**src/rtl/count_bits_seq.sv**
```systemverilog
// count_bits_seq: sequential bit-statistics unit.
// Takes one word over an in_valid/in_ready handshake. It walks the word
// BITS_PER_CYCLE bits per cycle and reports one of four statistics: ones,
// zeros, leading zeros or trailing zeros. The result is held under an
// out_valid/out_ready handshake.
//
// Handshake rule (both sides): a transfer happens on a posedge where valid
// and ready are both high. The sender holds valid and its payload until that
// edge. in_ready is high only in IDLE, and out_valid is high only in DONE.
// out_valid never depends combinationally on out_ready.
module count_bits_seq #(
  parameter int WORD_SIZE      = 16,
  parameter int BITS_PER_CYCLE = 1,
  parameter int COUNT_SIZE     = 5
) (
  input  logic                  clk,
  input  logic                  reset,
  input  logic                  in_valid,
  output logic                  in_ready,
  input  logic [WORD_SIZE-1:0]  data,
  input  logic [1:0]            mode,
  output logic                  out_valid,
  input  logic                  out_ready,
  output logic [COUNT_SIZE-1:0] count,
  output logic                  busy
);

  localparam int NCHUNK = WORD_SIZE / BITS_PER_CYCLE;
  localparam int CW     = $clog2(NCHUNK + 1);
  localparam logic [COUNT_SIZE-1:0] B_C = COUNT_SIZE'(BITS_PER_CYCLE);

  typedef enum logic [1:0] {IDLE, BUSY, DONE} state_t;

  state_t                  state;
  logic [WORD_SIZE-1:0]    word;     // stored word, consumed from the LSB end
  logic [COUNT_SIZE-1:0]   acc;      // running result, drives count directly
  logic [CW-1:0]           chunks;   // chunks still to examine
  logic                    tz_path;  // 1: leading/trailing-zero modes, 0: popcount modes

  logic [BITS_PER_CYCLE-1:0] chunk;
  logic [COUNT_SIZE-1:0]     chunk_pop;
  logic [COUNT_SIZE-1:0]     chunk_low;
  logic                      chunk_any;
  logic [WORD_SIZE-1:0]      word_shift;
  logic [WORD_SIZE-1:0]      data_rev;
  logic [WORD_SIZE-1:0]      capture_word;

  assign count = acc;

  // Per-cycle chunk statistics: popcount, index of lowest set bit, next word.
  always_comb begin
    chunk      = word[BITS_PER_CYCLE-1:0];
    chunk_pop  = '0;
    chunk_low  = '0;
    for (int i = BITS_PER_CYCLE - 1; i >= 0; i--) begin
      chunk_pop = chunk_pop + COUNT_SIZE'(chunk[i]);
      if (chunk[i]) chunk_low = COUNT_SIZE'(i);
    end
    chunk_any  = |chunk;
    word_shift = word >> BITS_PER_CYCLE;
  end

  // Capture transform: zeros become ones, and leading zeros become trailing zeros.
  always_comb begin
    data_rev = '0;
    for (int i = 0; i < WORD_SIZE; i++) data_rev[i] = data[WORD_SIZE-1-i];
    case (mode)
      2'b01:   capture_word = ~data;
      2'b10:   capture_word = data_rev;
      default: capture_word = data;
    endcase
  end

  // Control FSM, datapath registers and registered handshake/status flags.
  always_ff @(posedge clk) begin
    if (reset) begin
      state     <= IDLE;
      word      <= '0;
      acc       <= '0;
      chunks    <= '0;
      tz_path   <= 1'b0;
      in_ready  <= 1'b1;
      busy      <= 1'b0;
      out_valid <= 1'b0;
    end else begin
      case (state)
        IDLE: begin
          if (in_valid) begin
            word     <= capture_word;
            acc      <= '0;
            chunks   <= CW'(NCHUNK);
            tz_path  <= mode[1];
            state    <= BUSY;
            in_ready <= 1'b0;
            busy     <= 1'b1;
          end
        end
        BUSY: begin
          if (!tz_path) begin
            acc    <= acc + chunk_pop;
            word   <= word_shift;
            chunks <= chunks - 1'b1;
            // Once no ones remain above, the rest of the word adds nothing.
            if (word_shift == '0 || chunks == CW'(1)) begin
              state     <= DONE;
              busy      <= 1'b0;
              out_valid <= 1'b1;
            end
          end else if (chunk_any) begin
            acc       <= acc + chunk_low;
            state     <= DONE;
            busy      <= 1'b0;
            out_valid <= 1'b1;
          end else begin
            acc    <= acc + B_C;
            word   <= word_shift;
            chunks <= chunks - 1'b1;
            if (chunks == CW'(1)) begin
              state     <= DONE;
              busy      <= 1'b0;
              out_valid <= 1'b1;
            end
          end
        end
        DONE: begin
          if (out_ready) begin
            state     <= IDLE;
            out_valid <= 1'b0;
            in_ready  <= 1'b1;
          end
        end
        default: begin
          state     <= IDLE;
          in_ready  <= 1'b1;
          busy      <= 1'b0;
          out_valid <= 1'b0;
        end
      endcase
    end
  end

endmodule

```
**config.mk**
```make
export PLATFORM = sky130hd
export DESIGN_NAME = count_bits_seq
export DESIGN_NICKNAME = d
export VERILOG_FILES = /design/src/rtl/count_bits_seq.sv
export SDC_FILE = /design/constraint.sdc
export NUM_CORES = 1
export LEC_CHECK = 0
export BUFFER_PORTS_ARGS = -buffer_cell sky130_fd_sc_hd__clkbuf_2
export CAP_MARGIN = 20
export CORE_ASPECT_RATIO = 0.5
export CORE_MARGIN = 8
export CORE_UTILIZATION = 55
export DETAILED_ROUTE_END_ITERATION = 10
export GPL_TIMING_DRIVEN = 0
export PLACE_DENSITY_LB_ADDON = 0.08
export REMOVE_ABC_BUFFERS = 1
export SLEW_MARGIN = 15
export SYNTH_ARGS = -nofsm -noshare
export SYNTH_HDL_FRONTEND = slang
export SYNTH_SLANG_ARGS = --single-unit
```
**constraint.sdc**
```tcl
create_clock -name clk -period 1.7 [get_ports clk]
set_input_delay 0.085 -clock clk [delete_from_list [all_inputs] [get_ports clk]]
set_output_delay 0.085 -clock clk [all_outputs]
set_load 0.02 [all_outputs]
```
==> results of run 1 <==
power groups by stage:
stage          Combinational, W  Clock [W]  Sequential [W]
4_1_cts                0.000589   0.000613        0.000937
5_1_grt                0.000720   0.000643        0.000954
6_report               0.000649   0.000614        0.000940
3_5_place_dp           0.000557          0        0.000947
2_1_floorplan          0.000398          0        0.000945
3_3_place_gp           0.000545          0        0.000944
how the worst max path moves through the flow:
stage / depth (start not counted) / slack, ns / to / from
floorplan: 4 / 0.02 / out_valid / state[0]
global placement: 4 / -0.41 / out_valid / state[0]
detailed placement: 4 / -0.43 / state[1] / state[0]
CTS: 6 / 0.01 / count[4] / tz_path
global route: 6 / -0.005 / word[4] / mode[0]
finish: 6 / 0.10 / count[4] / tz_path
cells in the final DEF, fill, tap and decap left out, drive strengths merged:
cell type,n
buf,8
a221oi,18
o32ai,1
o21ai,6
o21bai,1
mux2i,1
a211oi,2
nor3b,1
or3,6
nand2,9
nand3,2
a21o,2
or2,2
nor2b,1
nand3b,3
nand2b,3
o31ai,1
nor2,4
a21oi,30
ha,6
nor4,5
xor2,1
or4,1
clkbuf,37
nand4,4
a22oi,12
inv,26
a211o,16
dfxtp,32
cells by family (layout without fill, tap and decap cells):
kind of cell	count (synthesis)	in the layout
flops	32	32
compound gates	88	89
xor+xnor	1	1
simple gates	40	41
mux	1	1
buf+inv	43	71
fa+ha+maj	6	6
cell type report:
type                    instances  area share
multi-input cells             138       0.479
well taps                      40      0.0240
clock buffers                   8      0.0431
repair buffers                 37      0.0983
flip-flops and latches         32       0.309
inverters                      26      0.0467
what timing repair did:
| item | 4_1_cts | 5_1_grt |
|---|---|---|
| pin swaps | 2 | 3 |
| hold buffers | 0 | 0 |
| buffers inserted | 0 | 8 |
| resized for setup | 4 | 3 |
| cloned | 2 | 0 |
| hold endpoints to repair | 0 | 0 |
| endpoints found under the setup margin | 30 | 23 |
layer usage:
| layer | global-route usage | up-vias |
|---|---|---|
| met5 | 0 | - |
| met4 | 0.0889 | 0 |
| met3 | 0.0524 | 14 |
| met2 | 0.257 | 60 |
| met1 | 0.192 | 828 |
| li1 | - | 851 |
stage by stage:
step / hold slack (ns) / total power, W / instances / setup TNS (ns) / setup WS (ns)
after detailed placement: 0.352 / 0.00150 / 263 / -6.99 / -0.433
after CTS: 0.0430 / 0.00214 / 273 / 0 / 0.0144
final: 0.0478 / 0.00220 / 281 / 0 / 0.101
after global routing: 0.0722 / 0.00232 / 281 / -0.00528 / -0.00457
after global placement: 0.349 / 0.00149 / 263 / -6.03 / -0.407
after floorplan: 0.150 / 0.00134 / 194 / 0 / 0.0155
sequential cells by signal, summed over array words and instances, names as in the netlist:
register	cells
tz_path	1
count	5
in_ready	1
word	16
out_valid	1
state	2
busy	1
chunks	5
worst register-to-register path, cell delays in order, from the launching register on:
cell	delay, ns
dfxtp_2	0.39
or2_2	0.14
ha_1	0.16
ha_1	0.15
inv_1	0.06
or4_1	0.50
a21oi_1	0.14
==> flow_summary_export.csv, run 1 <==
group,metric,value,unit
routing,wl_met3,283,um
placed_design,hpwl,2.76,mm
worst_setup_path,cp-end-kind,"flip-flop",
floorplanning,die_w,96.7,um
cts,cts_buffers,5,
routing,via_per_inst,6.24,
pwr,peakVddDrop,568,uV
floorplanning,io_pins,30,
routing,routed.top_layer,"met4",
finish,layout-drive-gt1-share,0.224,
worst_setup_path,worstPathArrival,1.82,ns
timing,fin_crit,1.60,ns
run_status,status,"finished clean",
worst_setup_path,crit_type,"flip-flop to flip-flop",
floorplanning,initial_core_util,0.587,
timing,period_share,0.940,
global_routing,grt_max_degree,33,
worst_setup_path,crit_required,1.93,ns
timing,max_freq,0.626,GHz
synthesis,yosys.area_share.adder,0.0420,
timing,final_max_slew_viol_count,0,
flow_run,maxCapViolCount,0,
synthesis,netlist_instances,211,
synthesis,netlist.area_leader.share,0.358,
worst_setup_path,cp_slowest_cell,"or4_1",
cts,clock_tree.root_cell,"clkbuf_8",
timing,hold_violations,0,
cts,cts_sinks,32,
worst_setup_path,worstRegToRegCells,6,
worst_setup_path,critPathMaxStageDelay,0.50,ns
placed_design,place_congestion,0.768,
routing,totalWireLength,4.49,mm
routing,wl_met1,2.10,mm
pwr,combPwrFrac,0.295,
cts,clk_latency,0.29,ns
floorplanning,coreArea,3050,sq um
global_routing,grt_pass1_wl,7.33,mm
finish,fin_area,2090,sq um
min_path,min_path_type,"input pin to flip-flop",
worst_setup_path,path_buf_inv,1,
min_path,whs_endpoint,"tz_path",
finish,fin_nets,268,
timing,worst_slew_margin_rel,0.392,
pwr,pwr-share-seq,0.427,
pwr,swShare,0.336,
synthesis,yosys.area_share.xor_xnor,0.00490,
min_path,hold_start,"mode[1]",
cts,cts_tree,"built",
placed_design,placed_cell_area,1890,sq um
routing,dr_wl_met2,1.96,mm
timing,worst_pin_slew,0.912,ns
cts,clockBufferDepth,2,
floorplanning,die-height,56.3,um
min_path,min_path_cells,3,
floorplanning,die-area,5440,sq um
worst_setup_path,path_delay_family,"simple AND/OR/NAND/NOR gates",
routing,ant_nets,0,
pwr,internal_power,0.00146,W
worst_setup_path,cp-start-kind,"flip-flop",
finish,utilization,0.685,
synthesis,ys.flop_type,"dfxtp_1",
worst_setup_path,rr_endpoint,"count[4]",
cts,htree_levels,2,
worst_setup_path,cp_max_fo,5,
finish,multi_input_area,1000,sq um
global_routing,overflow,0,
finish,syn2layout_area_growth,16.7,%
synthesis,synth_common_cells,"dfxtp_1 (32), a21oi_1 (28), inv_1 (26)",
synthesis,avgSynthCellArea,8.48,sq um
worst_setup_path,regToRegSetupSlack,0.10,ns
global_routing,antenna_found_initial,0,
finish,num_antenna_cells,0,
floorplanning,num_rows,14,
worst_setup_path,path_common_cell,"ha_1",
placed_design,port_buffers,29,
routing,drt_iter0_drc,58,
global_routing,grt.total_usage,0.162,
synthesis,synth_edf_count,0,
routing,drc_errors,0,
routing,firstDrtPassIters,4,
pwr,clkPwrFrac,0.279,
synthesis,muxShareOfSynthArea,0.00559,
synthesis,synth.distinct_cells,33,
worst_setup_path,timing.rr.start,"tz_path",
worst_setup_path,path_cells,"or2_2 -> ha_1 -> ha_1 -> inv_1 -> or4_1 -> a21oi_1",
pwr,leakage,0.885,nW
cts,clk_pin_slew,0.06,ns
timing,fin_skew,0.00524,ns
pwr,netSwitchingPower,0.000740,W
synthesis,synth-async-reset-ratio,0,
global_routing,grt_pass1_vias,1642,
synthesis,synth-compound-area-share,0.350,
synthesis,synth_top_family_by_area,"compound AO/OA/AOI/OAI gates",
pwr,p_per_area,1060,nW/um^2
synthesis,synth-simple-area-share,0.134,
synthesis,synth.most_common_cell,"dfxtp_1",
synthesis,seq_area_frac_synth,0.358,
routing,wl_per_cell,16.0,um
synthesis,ys_ff_latch,32,
synthesis,synth_area,1790,sq um
finish,register_area,644,sq um
synthesis,ys_warn_count,0,
routing,vias,1753,
finish,fillers,268,
synthesis,synth.area.top_cells,"dfxtp_1 (36%), a221oi_1 (8.8%), a211o_1 (7.8%), a21oi_1 (7.8%), inv_1 (5.5%)",
timing,finalSetupViolations,0,
synthesis,synth.largest_area_cell,"dfxtp_1",
No activity file was read; power rests on OpenSTA's default activity.
==> run 2: changes to the inputs <==
CORE_MARGIN = 4   (was 8)
==> flow_summary_export.csv, run 2 (synthesis results as in run 1) <==
group,metric,value,unit
run_status,status,"finished clean",
placed_design,port_buffers,29,
pwr,leakage,0.860,nW
floorplanning,coreArea,3070,sq um
timing,hold_violations,0,
routing,wl_per_cell,15.3,um
flow_run,maxCapViolCount,0,
global_routing,antenna_found_initial,0,
cts,clock_tree.root_cell,"clkbuf_8",
pwr,peakVddDrop,514,uV
worst_setup_path,cp-end-kind,"flip-flop",
global_routing,grt_max_degree,33,
worst_setup_path,crit_type,"flip-flop to flip-flop",
floorplanning,die_w,88.7,um
routing,totalWireLength,4.23,mm
timing,rsz0062_at_grt,"false",
global_routing,grt_pass1_wl,6.86,mm
finish,largest_reg_flops,16,
cts,clk_latency,0.28,ns
timing,max_freq,0.612,GHz
routing,firstDrtPassIters,4,
placed_design,hpwl,2.64,mm
global_routing,overflow,0,
finish,fin_area,2060,sq um
routing,drt_iter0_drc,41,
worst_setup_path,crit_required,1.92,ns
worst_setup_path,cp-start-kind,"flip-flop",
timing,final_max_slew_viol_count,0,
cts,cts_sinks,32,
placed_design,place_congestion,0.767,
finish,layout-drive-gt1-share,0.216,
routing,ant_nets,0,
cts,clk_pin_slew,0.07,ns
worst_setup_path,cp_max_fo,15,
floorplanning,num_rows,14,
finish,final_cells,276,
finish,syn2layout_area_growth,14.9,%
floorplanning,die-height,48.3,um
timing,fin_crit,1.63,ns
routing,via_per_inst,6.18,
finish,final_cell_mix,"clkbuf_2 (29), dfxtp_1 (28), a21oi_1 (27)",
pwr,p_per_area,1060,nW/um^2
global_routing,grt.total_usage,0.204,
finish,utilization,0.671,
timing,worst_slew_margin_rel,0.375,
placed_design,dp_cells,263,
finish,num_antenna_cells,0,
floorplanning,io_pins,30,
global_routing,grt_pass1_vias,1513,
timing,worst_pin_slew,0.938,ns
cts,cts_tree,"built",
floorplanning,die-area,4280,sq um
routing,drc_errors,0,
cts,postCtsHoldBufs,0,
floorplanning,initial_core_util,0.584,
finish,final_common_cell,"clkbuf_2",
cts,cts_buffers,5,
cts,htree_levels,2,
finish,fin_nets,263,
timing,finalSetupViolations,0,
timing,period_share,0.961,
cts,clockBufferDepth,2,
timing,fin_skew,0.0100,ns
worst_setup_path,worstPathArrival,1.85,ns
min_path,min_path_type,"input pin to flip-flop",
finish,top_register,"word",
finish,fillers,269,
placed_design,placed_cell_area,1890,sq um
routing,vias,1706,
[run 2: cell type report]
| type | instances | area (sq um) | share of cell area |
|---|---|---|---|
| flip-flops and latches | 32 | 646 | 0.314 |
| clock inverters | 1 | 7.51 | 0.00365 |
| inverters | 26 | 97.6 | 0.0475 |
| clock buffers | 7 | 86.3 | 0.0420 |
| repair buffers | 32 | 168 | 0.0816 |
| well taps | 40 | 50.0 | 0.0243 |
| multi-input cells | 138 | 1000 | 0.487 |
[run 2: worst max-delay path, cell delays in order, from the launching register on]
cell,delay [ns]
dfxtp_2,0.38
nor3b_4,0.40
a21oi_4,0.14
or4_1,0.50
a21oi_1,0.14
[run 2: final timing paths]
path,from,to,slack [ns],cells past startpoint
min reg2reg,chunks[1],chunks[1],0.47,2
max reg2reg,state[0],count[4],0.07,4
min,mode[1],tz_path,0.04,3
max,state[0],count[4],0.07,4
[run 2: routing by layer]
layer  vias to the layer above  wire length (um)  track usage
met1                       812              1960        0.272
met2                        45              1950        0.319
met5                         -                 0            0
li1                        844                 -            -
met3                         5               273       0.0559
met4                         0                45       0.0603
[run 2: what timing repair did]
action | in CTS | in global routing
resized for setup | 5 | 3
setup endpoints to repair | 30 | 16
setup buffers | 0 | 3
gates cloned | 2 | 0
pin swaps | 2 | 2
[run 2: where the power goes]
group | internal, W | switching [W]
Clock | 0.000329 | 0.000277
Combinational | 0.000263 | 0.000359
Sequential | 0.000850 | 0.0000935
Total | 0.00144 | 0.000729
[run 2: through the flow]
| stage | worst slack [ns] | total power (W) | setup TNS, ns | hold slack, ns |
|---|---|---|---|---|
| finish | 0.0661 | 0.00217 | 0 | 0.0395 |
| global route | 0.000834 | 0.00230 | 0 | 0.0822 |
| CTS | 0.00391 | 0.00215 | 0 | 0.0456 |
| detailed placement | -0.453 | 0.00151 | -7.18 | 0.352 |
| global placement | -0.441 | 0.00149 | -6.28 | 0.347 |
| floorplan | 0.0155 | 0.00134 | 0 | 0.150 |
==> run 3: changes to the inputs <==
==> constraint.sdc (replaced) <==
create_clock -name clk -period 1.7 [get_ports clk]
set_input_delay 0 -clock clk [delete_from_list [all_inputs] [get_ports clk]]
set_output_delay 0 -clock clk [all_outputs]
set_load 0.02 [all_outputs]
==> flow_summary_export.csv, run 3 (synthesis results as in run 1) <==
group,metric,value,unit
pwr,leakage,0.865,nW
timing,worst_slew_margin_rel,0.379,
finish,final_common_cell,"clkbuf_2",
finish,final_cell_mix,"clkbuf_2 (29), dfxtp_1 (28), a21oi_1 (27)",
pwr,peakVddDrop,514,uV
placed_design,pre_cts_slack,-0.453,ns
timing,setup_tns,0,ns
timing,max_freq,0.612,GHz
worst_setup_path,path_cells,"nor3b_4 -> a21oi_4 -> or4_1 -> a21oi_1",
finish,fillers,268,
cts,cts_tree,"built",
global_routing,grt.total_usage,0.205,
global_routing,grt_pass1_wl,6.89,mm
worst_setup_path,cp-start-kind,"flip-flop",
routing,via_per_inst,6.19,
finish,fin_area,2070,sq um
floorplanning,initial_core_util,0.584,
worst_setup_path,cp_max_fo,15,
worst_setup_path,regToRegSetupSlack,0.07,ns
routing,firstDrtPassIters,4,
worst_setup_path,crit_type,"flip-flop to flip-flop",
timing,hold_ws,0.0298,ns
timing,rsz0062_at_grt,"false",
routing,ant_nets,0,
cts,cts_buffers,5,
global_routing,antenna_found_initial,0,
pwr,internal_power,0.00144,W
placed_design,port_buffers,29,
cts,clk_pin_slew,0.07,ns
pwr,clkPwrFrac,0.278,
finish,syn2layout_area_growth,15.5,%
pwr,power,0.00217,W
min_path,min_path_type,"input pin to flip-flop",
cts,htree_levels,2,
placed_design,placed_cell_area,1890,sq um
routing,totalWireLength,4.23,mm
finish,layout-drive-gt1-share,0.215,
flow_run,maxCapViolCount,0,
finish,largest_reg_flops,16,
routing,vias,1714,
worst_setup_path,crit_start,"state[0]",
pwr,combPwrFrac,0.286,
timing,finalSetupViolations,0,
timing,final_max_slew_viol_count,0,
floorplanning,die_w,88.7,um
timing,period_share,0.961,
worst_setup_path,crit_required,1.91,ns
global_routing,overflow,0,
worst_setup_path,worstPathArrival,1.85,ns
floorplanning,coreArea,3070,sq um
worst_setup_path,critPathMaxStageDelay,0.50,ns
min_path,hold_start,"out_ready",
finish,fin_nets,264,
floorplanning,io_pins,30,
routing,wl_per_cell,15.3,um
pwr,p_per_area,1050,nW/um^2
pwr,netSwitchingPower,0.000723,W
cts,clk_latency,0.28,ns
cts,clock_tree.root_cell,"clkbuf_8",
timing,fin_skew,0.0103,ns
routing,drt_iter0_drc,63,
global_routing,grt_max_degree,33,
routing,drc_errors,0,
cts,clockBufferDepth,2,
run_status,status,"finished clean",
timing,finalWorstSetupSlack,0.0666,ns
floorplanning,die-height,48.3,um
placed_design,place_congestion,0.767,
timing,worst_pin_slew,0.931,ns
global_routing,grt_pass1_vias,1519,
worst_setup_path,cp_slowest_cell,"or4_1",
pwr,pwr-share-seq,0.435,
finish,num_antenna_cells,0,
worst_setup_path,timing.rr.start,"state[0]",
timing,fin_crit,1.63,ns
finish,top_register,"word",
floorplanning,num_rows,14,
worst_setup_path,cp-end-kind,"flip-flop",
placed_design,hpwl,2.64,mm
timing,hold_violations,0,
pwr,swShare,0.334,
cts,cts_sinks,32,
floorplanning,die-area,4280,sq um
run 3: cell types whose count changed in the layout (fill, tap and decap cells not counted):
cell           change
dlygate4sd3_1      +1
run 3: per-stage QoR:
stage / std cells / utilization
2_1_floorplan: 194 / -
3_3_place_gp: 263 / 0.617
3_5_place_dp: 263 / 0.617
4_1_cts: 274 / 0.665
5_1_grt: 277 / 0.674
6_report: 277 / 0.674
run 3: power by group through the flow:
stage / Combinational (W) / Clock [W] / Sequential (W)
floorplan: 0.000398 / 0 / 0.000945
global placement: 0.000544 / 0 / 0.000944
detailed placement: 0.000558 / 0 / 0.000947
CTS: 0.000599 / 0.000614 / 0.000939
global route: 0.000694 / 0.000651 / 0.000955
finish: 0.000620 / 0.000603 / 0.000943
run 3: final timing paths:
kind | depth (start not counted) | end
min reg2reg | 2 | chunks[1]
min | 3 | state[1]
max | 4 | count[4]
max reg2reg | 4 | count[4]
run 3: cell type report:
type / count / area, sq um / area share
clock buffer: 7 / 86.3 / 0.0418
clock inverter: 1 / 7.51 / 0.00363
inverter: 26 / 97.6 / 0.0472
multi-input combinational: 138 / 1000 / 0.485
sequential: 32 / 646 / 0.313
tap: 40 / 50.0 / 0.0242
timing repair buffer: 33 / 178 / 0.0860
run 3: repair_timing:
action                                 4_1_cts  5_1_grt
setup endpoints to repair                   30       16
pin swaps                                    2        2
cloned                                       2        0
hold buffers                                 1        0
gates resized for setup                      5        3
endpoints found under the hold margin        1        0
setup buffers                                0        3
run 3: per-layer routing:
metal  wire [um]  global-route usage  vias up
met3         308              0.0559        5
li1            -                   -      847
met4          45              0.0603        0
met2        1960               0.323       51
met5           0                   0        -
met1        1910               0.272      811
run 3: worst max-delay path: cells and delay by family, from the launching register on:
kind | cells | cell delay (ns)
AO/OA/AOI/OAI | 2 | 0.28
AND/OR/NAND/NOR | 2 | 0.90
flip-flops | 1 | 0.38
